--- src/rtl/supply_hub_pkg.sv ---
// Shared definitions for the supply hub: unit FSM states, delivery item
// codes, initial stock level and the base WORK latency.
package supply_hub_pkg;

  typedef enum logic [1:0] {
    ST_IDLE = 2'd0,
    ST_WORK = 2'd1,
    ST_DONE = 2'd2
  } unit_state_e;

  localparam logic [1:0] ITEM_PEACH      = 2'd0;
  localparam logic [1:0] ITEM_APPLE      = 2'd1;
  localparam logic [1:0] ITEM_FRIED_RICE = 2'd2;
  localparam logic [1:0] ITEM_NUGGET     = 2'd3;

  localparam logic [8:0] STOCK_INIT = 9'd300;
  localparam logic [3:0] BASE_LAT   = 4'd2;

  // Number of WORK cycles for a requested quantity: 2 + (number >> 3).
  function automatic logic [3:0] work_cycles(input logic [5:0] number);
    return BASE_LAT + {1'b0, number[5:3]};
  endfunction

  // Delivery code: kitchen items occupy codes 3/2, refrigerator items 1/0.
  function automatic logic [1:0] item_code(input logic is_refri, input logic product);
    return {~is_refri, product};
  endfunction

endpackage

--- src/rtl/supply_unit.sv ---
// One restock unit (kitchen or refrigerator): IDLE -> WORK -> DONE -> IDLE.
// Handshake: a request is taken on a clk edge where valid_i=1 and ready_o=1;
// ready_o is a flop that is 1 exactly while the unit sits in IDLE, and
// valid_i is ignored whenever ready_o=0. The unit leaves DONE only on the
// cycle the hub grants it the shared delivery port (grant_i=1).
// Holds the two stock counters for its items (hi = product 1, lo = product 0).
module supply_unit
  import supply_hub_pkg::*;
(
  input  logic              clk,
  input  logic              rst_n,
  input  logic              valid_i,
  input  logic              product_i,
  input  logic [5:0]        number_i,
  input  logic              grant_i,
  output logic              ready_o,
  output logic              product_o,
  output logic [5:0]        granted_o,
  output logic              shortage_o,
  output unit_state_e       state_o
);

  unit_state_e state_q, state_d;
  logic        ready_q;
  logic [3:0]  cnt_q, cnt_d;
  logic        product_q, product_d;
  logic [5:0]  number_q, number_d;
  logic [5:0]  granted_q, granted_d;
  logic        shortage_q, shortage_d;
  logic [8:0]  stock_hi_q, stock_hi_d;
  logic [8:0]  stock_lo_q, stock_lo_d;
  logic [8:0]  num_ext;
  logic [8:0]  stock_sel;
  logic [8:0]  grant_ext;

  // Next-state logic: latch request, count WORK cycles, settle stock on WORK exit.
  always_comb begin
    state_d    = state_q;
    cnt_d      = cnt_q;
    product_d  = product_q;
    number_d   = number_q;
    granted_d  = granted_q;
    shortage_d = shortage_q;
    stock_hi_d = stock_hi_q;
    stock_lo_d = stock_lo_q;
    num_ext    = {3'b000, number_q};
    stock_sel  = product_q ? stock_hi_q : stock_lo_q;
    grant_ext  = (num_ext < stock_sel) ? num_ext : stock_sel;
    case (state_q)
      ST_IDLE: begin
        if (valid_i) begin
          product_d = product_i;
          number_d  = number_i;
          cnt_d     = work_cycles(number_i) - 4'd1;
          state_d   = ST_WORK;
        end
      end
      ST_WORK: begin
        if (cnt_q == 4'd0) begin
          state_d    = ST_DONE;
          granted_d  = grant_ext[5:0];
          shortage_d = (grant_ext < num_ext);
          if (product_q) stock_hi_d = stock_hi_q - grant_ext;
          else           stock_lo_d = stock_lo_q - grant_ext;
        end else begin
          cnt_d = cnt_q - 4'd1;
        end
      end
      ST_DONE: begin
        if (grant_i) state_d = ST_IDLE;
      end
      default: state_d = ST_IDLE;
    endcase
  end

  // State and datapath registers; reset drops any in-flight request.
  always_ff @(posedge clk or negedge rst_n) begin
    if (!rst_n) begin
      state_q    <= ST_IDLE;
      ready_q    <= 1'b1;
      cnt_q      <= 4'd0;
      product_q  <= 1'b0;
      number_q   <= 6'd0;
      granted_q  <= 6'd0;
      shortage_q <= 1'b0;
      stock_hi_q <= STOCK_INIT;
      stock_lo_q <= STOCK_INIT;
    end else begin
      state_q    <= state_d;
      ready_q    <= (state_d == ST_IDLE);
      cnt_q      <= cnt_d;
      product_q  <= product_d;
      number_q   <= number_d;
      granted_q  <= granted_d;
      shortage_q <= shortage_d;
      stock_hi_q <= stock_hi_d;
      stock_lo_q <= stock_lo_d;
    end
  end

  assign ready_o    = ready_q;
  assign product_o  = product_q;
  assign granted_o  = granted_q;
  assign shortage_o = shortage_q;
  assign state_o    = state_q;

endmodule

--- src/rtl/supply_hub.sv ---
// Supply hub top: kitchen and refrigerator units sharing one registered
// delivery port. Kitchen wins when both units are in DONE together; the
// refrigerator then delivers on the following cycle.
// Optional statistics outputs are enabled with macro SUPPLY_HUB_STATS_EN.
module supply_hub
  import supply_hub_pkg::*;
(
  input  logic       clk,
  input  logic       rst_n,
  input  logic       valid_kitch,
  input  logic       valid_refri,
  input  logic       product_out,
  input  logic [5:0] number_out,
  output logic       ready_kitch,
  output logic       ready_refri,
  output logic       deliver_valid,
  output logic [1:0] deliver_product,
  output logic [5:0] deliver_number,
  output logic       shortage
`ifdef SUPPLY_HUB_STATS_EN
  ,
  output logic [11:0] delivered_total,
  output logic [7:0]  req_dropped
`endif
);

  unit_state_e ku_state, ru_state;
  logic        ku_prod, ru_prod;
  logic [5:0]  ku_granted, ru_granted;
  logic        ku_short, ru_short;
  logic        ku_done, ru_done;
  logic        grant_k, grant_r;

  logic        dv_q, dv_d;
  logic [1:0]  prod_q, prod_d;
  logic [5:0]  num_q, num_d;
  logic        sh_q, sh_d;

  supply_unit u_kitch (
    .clk        (clk),
    .rst_n      (rst_n),
    .valid_i    (valid_kitch),
    .product_i  (product_out),
    .number_i   (number_out),
    .grant_i    (grant_k),
    .ready_o    (ready_kitch),
    .product_o  (ku_prod),
    .granted_o  (ku_granted),
    .shortage_o (ku_short),
    .state_o    (ku_state)
  );

  supply_unit u_refri (
    .clk        (clk),
    .rst_n      (rst_n),
    .valid_i    (valid_refri),
    .product_i  (product_out),
    .number_i   (number_out),
    .grant_i    (grant_r),
    .ready_o    (ready_refri),
    .product_o  (ru_prod),
    .granted_o  (ru_granted),
    .shortage_o (ru_short),
    .state_o    (ru_state)
  );

  assign ku_done = (ku_state == ST_DONE);
  assign ru_done = (ru_state == ST_DONE);
  assign grant_k = ku_done;
  assign grant_r = ru_done & ~ku_done;

  // Arbitration and next delivery payload; payload is zero when nothing delivers.
  always_comb begin
    dv_d   = 1'b0;
    prod_d = 2'd0;
    num_d  = 6'd0;
    sh_d   = 1'b0;
    if (grant_k) begin
      dv_d   = 1'b1;
      prod_d = item_code(1'b0, ku_prod);
      num_d  = ku_granted;
      sh_d   = ku_short;
    end else if (grant_r) begin
      dv_d   = 1'b1;
      prod_d = item_code(1'b1, ru_prod);
      num_d  = ru_granted;
      sh_d   = ru_short;
    end
  end

  // Delivery output registers.
  always_ff @(posedge clk or negedge rst_n) begin
    if (!rst_n) begin
      dv_q   <= 1'b0;
      prod_q <= 2'd0;
      num_q  <= 6'd0;
      sh_q   <= 1'b0;
    end else begin
      dv_q   <= dv_d;
      prod_q <= prod_d;
      num_q  <= num_d;
      sh_q   <= sh_d;
    end
  end

  assign deliver_valid   = dv_q;
  assign deliver_product = prod_q;
  assign deliver_number  = num_q;
  assign shortage        = sh_q;

`ifdef SUPPLY_HUB_STATS_EN
  logic [11:0] total_q, total_d;
  logic [7:0]  dropped_q, dropped_d;
  logic [12:0] total_sum;
  logic [8:0]  drop_sum;

  // Saturating counters: delivered quantity and requests ignored while busy.
  always_comb begin
    total_sum = {1'b0, total_q} + {7'd0, num_d};
    drop_sum  = {1'b0, dropped_q} + {8'd0, valid_kitch & ~ready_kitch}
                                  + {8'd0, valid_refri & ~ready_refri};
    total_d   = total_sum[12] ? 12'hFFF : total_sum[11:0];
    dropped_d = drop_sum[8] ? 8'hFF : drop_sum[7:0];
  end

  // Statistics registers.
  always_ff @(posedge clk or negedge rst_n) begin
    if (!rst_n) begin
      total_q   <= 12'd0;
      dropped_q <= 8'd0;
    end else begin
      total_q   <= total_d;
      dropped_q <= dropped_d;
    end
  end

  assign delivered_total = total_q;
  assign req_dropped     = dropped_q;
`endif

endmodule
--- config.mk ---
export PLATFORM = sky130hd
export DESIGN_NAME = supply_hub
export DESIGN_NICKNAME = d
export VERILOG_FILES = /design/src/rtl/supply_hub_pkg.sv /design/src/rtl/supply_unit.sv /design/src/rtl/supply_hub.sv
export SDC_FILE = /design/constraint.sdc
export NUM_CORES = 1
export LEC_CHECK = 0
export ABC_AREA = 1
export CORE_MARGIN = 2
export CORE_UTILIZATION = 38
export DETAILED_ROUTE_END_ITERATION = 10
export GPL_ROUTABILITY_DRIVEN = 0
export PLACE_DENSITY = 0.56
export SETUP_SLACK_MARGIN = 0.02
export SLEW_MARGIN = 20
export SYNTH_ARGS = -nofsm -noshare
export SYNTH_HDL_FRONTEND = slang
export SYNTH_SLANG_ARGS = --single-unit
--- constraint.sdc ---
create_clock -name clk -period 2.8 [get_ports clk]
set_input_delay 0.84 -clock clk [delete_from_list [all_inputs] [get_ports clk]]
set_output_delay 0.84 -clock clk [all_outputs]
set_load 0.01 [all_outputs]
==> results.md, run 1 <==
* Failing checks: negative setup slack
* Setup TNS at -0.369 ns
* DR WL/cell at 14.4 microns
* Post-CTS Hold Buffers at 0
* Slew Limit Fails at 0
* Antenna Nets Post-Route at 0
* Final WL at 18.0 mm
* CTS root buf: clkbuf_16
* Layout Nets at 1083
* Worst Path Max Fanout at 7
* Final setup violation count at 9
* Detailed Place HPWL at 13.1 mm
* Die area at 0.0175 sq mm
* Vias at 6153
* CTS Buffer Depth at 2
* Vias per inst at 4.92
* Die Wd at 132 microns
* Post-synthesis sequential area ratio at 35.6%
* IO buf count at 22
* Yosys warns at 0
* Largest net degree at the start of global routing at 36
* Layout Cells excl Fill at 1250
* Ys async rst share at 100%
* Status: finished, violations left
* Post-DP Area at 0.00755 sq mm
* Most frequent cells in the layout: nand2_1 (214), inv_1 (123), buf_4 (114)
* Placed cell count at 1210
* Layout cell share with drive strength beyond 1 at 36.3%
* Area of the core at 0.0160 sq mm
* Final Cell Area at 0.00898 sq mm
* Hold Violations, Final at 0
* Skew final at 0.00929 ns
* Most common cell after layout, fill and taps aside: nand2_1
* Worst skew pair latency at 0.36 ns
* Critical Path Source Type: register
* First-pass GRT wire length at 28.1 mm
* Max capacitance violation total at 0
* CTS Sinks at 88
* Crit end category: register
* CTS clk-pin slew, worst paths at 0.08 ns
* IO Count at 23
* Critical Path RT at 3.05 ns
* Setup ws final at -0.0759 ns
* Footprint of the multi-input gates at 0.00438 sq mm
* Gr usage total at 19.9%
* Overflow left after global routing at 0
* Arrival @ worst endpoint at 3.13 ns
* Layout area overhead at 43.5%
* Flops & latches, synth at 88
* CP Class: reg2reg
* Top FF cell, synth: dfrtp_1
* H-Tree Depth at 3
* Highest clock rate at 348 MHz
* Crit path time final at 2.88 ns
* Mapped cell area at 0.00626 sq mm
* Syn avg cell area at 7.14 sq um
* Initial core utilization at 39.1%
* Drt first pass iters at 4
* Via count of the first global-routing pass at 5682
* Worst slack, placed at -0.196 ns
* Period utilization at 103%
* Row count at 46
* RSZ-0062 raised after global routing: true
* Worst Hold Class: in2async
* Sequential Area at 0.00223 sq mm
* Detailed Route Iter0 Violations at 232
* Gate Count Post-Synth at 876
* Die Height at 132 microns
* Fillers at 1487
* Yosys cell types at 42
* Drt drc at 0
* Number of enable flip-flop cells after synthesis at 0
* Initial antenna violation count at 0
* CTS tree: done
* Antenna Cells at 0
* Total CTS buffers at 9
path summary, 6_finish.rpt:
path | startpoint | endpoint | slack (ns) | depth (start not counted)
min | rst_n | u_refri.stock_lo_q[7] | 0.39 | 1
min reg2reg | u_kitch.stock_hi_q[8] | u_kitch.stock_hi_q[8] | 0.48 | 2
max reg2reg | u_refri.product_o | u_refri.stock_lo_q[4] | -0.08 | 22
min in group clk | u_kitch.stock_hi_q[8] | u_kitch.stock_hi_q[8] | 0.48 | 2
max in group asynchronous | rst_n | u_kitch.stock_lo_q[5] | 1.77 | 2
max | u_refri.product_o | u_refri.stock_lo_q[4] | -0.08 | 22
logic make-up (layout without fill, tap and decap cells):
family | after synthesis | count (layout) | synth area share [%]
buf+inv | 164 | 314 | 10.4
mux | 2 | 2 | 0.320
fa+ha+maj | 43 | 43 | 8.60
other cells | 1 | 8 | 0.0599
simple gates | 451 | 452 | 33.4
compound gates | 119 | 119 | 10.6
flops | 88 | 88 | 35.6
xor+xnor | 8 | 8 | 1.12
registers in the layout, summed over array words and instances, names as in the netlist, 2 cells and up:
name                flops
u_refri.state_o         2
deliver_number          6
deliver_product         2
u_kitch.state_o         2
u_kitch.stock_lo_q      9
u_refri.granted_o       6
u_refri.stock_hi_q      9
u_kitch.stock_hi_q      9
u_refri.cnt_q           4
u_refri.stock_lo_q      9
u_refri.number_q        6
u_kitch.granted_o       6
u_kitch.cnt_q           4
u_kitch.number_q        6
critical path, stage by stage, from the launching register on:
cell,delay (ns)
dfrtp_2,0.49
buf_6,0.16
o21ai_4,0.17
ha_4,0.23
nand2_4,0.06
inv_2,0.04
a21oi_2,0.12
nand2_1,0.07
nand2_2,0.12
nand2_4,0.11
o21ai_4,0.17
inv_2,0.08
ha_4,0.17
inv_4,0.06
ha_4,0.12
inv_2,0.04
nand2_2,0.07
nand3_2,0.08
nand2_2,0.10
nand2_2,0.06
xor2_1,0.13
nand2_1,0.06
o21ai_1,0.05
area by class of cell:
| type | count | area share, % |
|---|---|---|
| timing repair buffer | 147 | 13.6 |
| tap | 216 | 3.01 |
| inverter | 151 | 6.48 |
| clock inverter | 7 | 0.780 |
| multi-input combinational | 632 | 48.8 |
| clock buffer | 9 | 2.51 |
| sequential | 88 | 24.8 |
routing by layer:
| metal | global-route usage (%) | vias up | part of all wire [%] | wire length (microns) |
|---|---|---|---|---|
| li1 | - | 3135 | - | - |
| met4 | 5.73 | 0 | 2.9 | 514 |
| met5 | 0 | - | 0 | 0 |
| met3 | 3.38 | 33 | 2.9 | 523 |
| met2 | 32.8 | 105 | 48 | 8670 |
| met1 | 27.0 | 2880 | 46 | 8280 |
per-stage QoR:
step / hold slack, ns / utilization (%)
4_1_cts: 0.398 / 50.4
3_5_place_dp: 0.466 / 47.2
6_report: 0.390 / 56.1
2_1_floorplan: 0.446 / -
5_1_grt: 0.417 / 56.1
3_3_place_gp: 0.464 / 47.2
cells in the mapped netlist (3+ instances only):
| cell | count | area (sq um) |
|---|---|---|
| xor2_1 | 5 | 43.8 |
| o311ai_0 | 4 | 35.0 |
| nand3_1 | 92 | 460 |
| clkbuf_1 | 7 | 26.3 |
| a21boi_0 | 3 | 22.5 |
| inv_1 | 148 | 556 |
| buf_2 | 3 | 15.0 |
| nand2_4 | 7 | 78.8 |
| nor3_1 | 3 | 15.0 |
| nand3_2 | 9 | 90.1 |
| o211ai_1 | 4 | 30.0 |
| a31oi_1 | 4 | 25.0 |
| dfstp_2 | 18 | 473 |
| nor2_1 | 27 | 101 |
| xnor2_1 | 3 | 26.3 |
| nand2_2 | 15 | 93.8 |
| o21ai_1 | 10 | 50.1 |
| o22ai_1 | 5 | 31.3 |
| a21oi_1 | 19 | 95.1 |
| nand4_1 | 12 | 75.1 |
| o21ai_0 | 64 | 320 |
| nand2_1 | 269 | 1010 |
| ha_1 | 43 | 538 |
| nor2_2 | 5 | 31.3 |
| dfrtp_1 | 70 | 1750 |
repair_timing:
action / 4_1_cts / 5_1_grt
pin swaps: 21 / 83
gates cloned: 1 / 0
buffers inserted: 5 / 19
endpoints found under the setup margin: 26 / 29
resized for setup: 50 / 180
Power of run 1 is left out: the tool's default activity adds up to more than one toggle a clock period on the data nets, which glitch-free logic cannot reach.
==> inputs of run 2 (changes only) <==
--- a/config.mk
+++ b/config.mk
@@ -10,7 +10,6 @@
 export CORE_UTILIZATION = 38
 export DETAILED_ROUTE_END_ITERATION = 10
 export GPL_ROUTABILITY_DRIVEN = 0
-export PLACE_DENSITY = 0.56
 export SETUP_SLACK_MARGIN = 0.02
 export SLEW_MARGIN = 20
 export SYNTH_ARGS = -nofsm -noshare
==> results.md, run 2 (synthesis results as in run 1) <==
* Highest clock rate at 348 MHz (about the same)
* Drt drc at 0 (unchanged)
* Detailed Route Iter0 Violations at 358 (+54%)
* Detailed Place HPWL at 12.6 mm (-3.8%)
* Max layer used: met4
* Sequential Area at 0.00223 sq mm (unchanged)
* Layout cell share with drive strength beyond 1 at 41.2% (+4.9 points)
* Skew final at 0.00919 ns (-0.000105 ns)
* Slew Limit Fails at 0 (unchanged)
* CTS clk-pin slew, worst paths at 0.07 ns (about the same)
* Area of the core at 0.0160 sq mm (unchanged)
* DR WL/cell at 15.0 microns (+4.0%)
* CTS Sinks at 88 (unchanged)
* H-Tree Depth at 3 (unchanged)
* CP Class: reg2reg
* Layout Cells excl Fill at 1252 (+0.16%)
* Failing checks: negative setup slack
* Met3 Wirelength at 545 microns (+4.2%)
* Layout Nets at 1085 (+0.18%)
* CTS root buf: clkbuf_16
* Overflow left after global routing at 0 (unchanged)
* Critical Path RT at 3.05 ns (about the same)
* CTS tree: done
* Slew margin rel. at 64.6%
* Max capacitance violation total at 0 (unchanged)
* Largest net degree at the start of global routing at 41 (+14%)
* Critical Path Source Type: register
* Placed cell count at 1198 (-0.99%)
* Hold Violations, Final at 0 (unchanged)
* Via count of the first global-routing pass at 5874 (+3.4%)
* Die Height at 132 microns (unchanged)
* Worst slew pin tran at 0.532 ns
* Initial core utilization at 39.1% (unchanged)
* Met2 WL at 9.40 mm (+8.4%)
* Reg2reg path depth at 23 (+4.5%)
* Vias per inst at 5.00 (+1.7%)
* Finished Core Util at 59.0% (+2.9 points)
* CTS Buffer Depth at 2 (unchanged)
* IO buf count at 22 (unchanged)
* Arrival @ worst endpoint at 3.12 ns (about the same)
* Final setup violation count at 20 (+11)
* Drt first pass iters at 5 (+1)
* Worst Path Max Fanout at 6 (-1)
* Antenna Cells at 0 (unchanged)
* Die area at 0.0175 sq mm (unchanged)
* Status: finished, violations left
* Final WL at 18.7 mm (+4.1%)
* Fillers at 1412 (-5.0%)
* Layout area overhead at 51.0%
* Die Wd at 132 microns (unchanged)
* Worst hold slack at 0.466 ns (+0.0759 ns)
* RSZ-0062 raised after global routing: true
* Crit path time final at 2.87 ns (-0.00119 ns)
* Total CTS buffers at 9 (unchanged)
* Setup ws final at -0.0747 ns (+0.00119 ns)
* Antenna Nets Post-Route at 0 (unchanged)
* First-pass GRT wire length at 28.9 mm (+2.6%)
* IO Count at 23 (unchanged)
* Footprint of the multi-input gates at 0.00474 sq mm (+8.3%)
* WL met1 at 8.39 mm (+1.3%)
* Most frequent cells in the layout: nand2_1 (197), inv_1 (117), buf_4 (98)
* Most common cell after layout, fill and taps aside: nand2_1
* Gr usage total at 20.3% (+0.42 points)
* Crit end category: register
* Worst skew pair latency at 0.36 ns (about the same)
* Worst Hold Class: in2async
* Vias at 6265 (+1.8%)
* Row count at 46 (unchanged)
* Period utilization at 103% (about the same)
* Initial antenna violation count at 0 (unchanged)
==> run 2: cell types whose count changed in the layout (fill, tap and decap cells not counted), sizes merged <==
cell    delta
buf        +1
clkinv     +1
inv        -1
clkbuf     +1
==> run 2: per-stage QoR <==
stage | setup WS, ns | TNS [ns] | area, sq um
finish | -0.0747 | -0.735 | 9450
detailed placement | -0.291 | -2.70 | 7480
floorplan | -0.0584 | -0.110 | 6380
CTS | -0.0353 | -0.0801 | 8410
global route | -0.237 | -4.30 | 9450
global placement | -0.272 | -2.20 | 7480
==> run 2: path summary, 6_finish.rpt <==
check	slack [ns]	start	to
max reg2reg	-0.07	u_refri.product_o	u_refri.stock_hi_q[4]
min reg2reg	0.48	u_refri.stock_hi_q[8]	u_refri.stock_hi_q[8]
min	0.47	rst_n	u_kitch.stock_hi_q[1]
min in group clk	0.48	u_refri.stock_hi_q[8]	u_refri.stock_hi_q[8]
max in group asynchronous	1.66	rst_n	u_refri.stock_lo_q[2]
max	-0.07	u_refri.product_o	u_refri.stock_hi_q[4]
==> run 2: final cells by class <==
type | count | area share (%)
clock buffer | 9 | 2.38
clock inverter | 7 | 0.768
inverter | 151 | 6.26
multi-input combinational | 632 | 50.2
sequential | 88 | 23.6
tap | 216 | 2.86
timing repair buffer | 149 | 13.9
==> run 2: metal layers <==
metal  vias to the layer above  track usage [%]
met5                         -                0
met3                        26             3.42
met4                         0             5.79
met2                       105             33.8
met1                      3003             27.4
li1                       3131                -
==> run 2: worst max-delay path, stage by stage, from the launching register on <==
cell	delay [ns]
dfrtp_2	0.44
buf_12	0.16
nand2_4	0.06
o21ai_4	0.05
ha_1	0.30
nand2_2	0.09
inv_2	0.04
a21oi_2	0.13
nand2_2	0.09
nand2_4	0.15
nand2_8	0.09
nand2_4	0.09
o21ai_4	0.06
inv_2	0.10
ha_4	0.16
inv_4	0.04
ha_4	0.16
inv_4	0.05
nand2_4	0.05
nand3_4	0.07
nand2_4	0.06
and3_4	0.14
o21ai_2	0.10
nand2_1	0.05
==> run 2: what timing repair did <==
item	in CTS	in global routing
gates cloned	2	0
setup endpoints to repair	23	30
setup buffers	24	16
hold buffers	0	0
gates resized for setup	112	219
pin swaps	59	108
Power of run 2 is left out for the same reason.
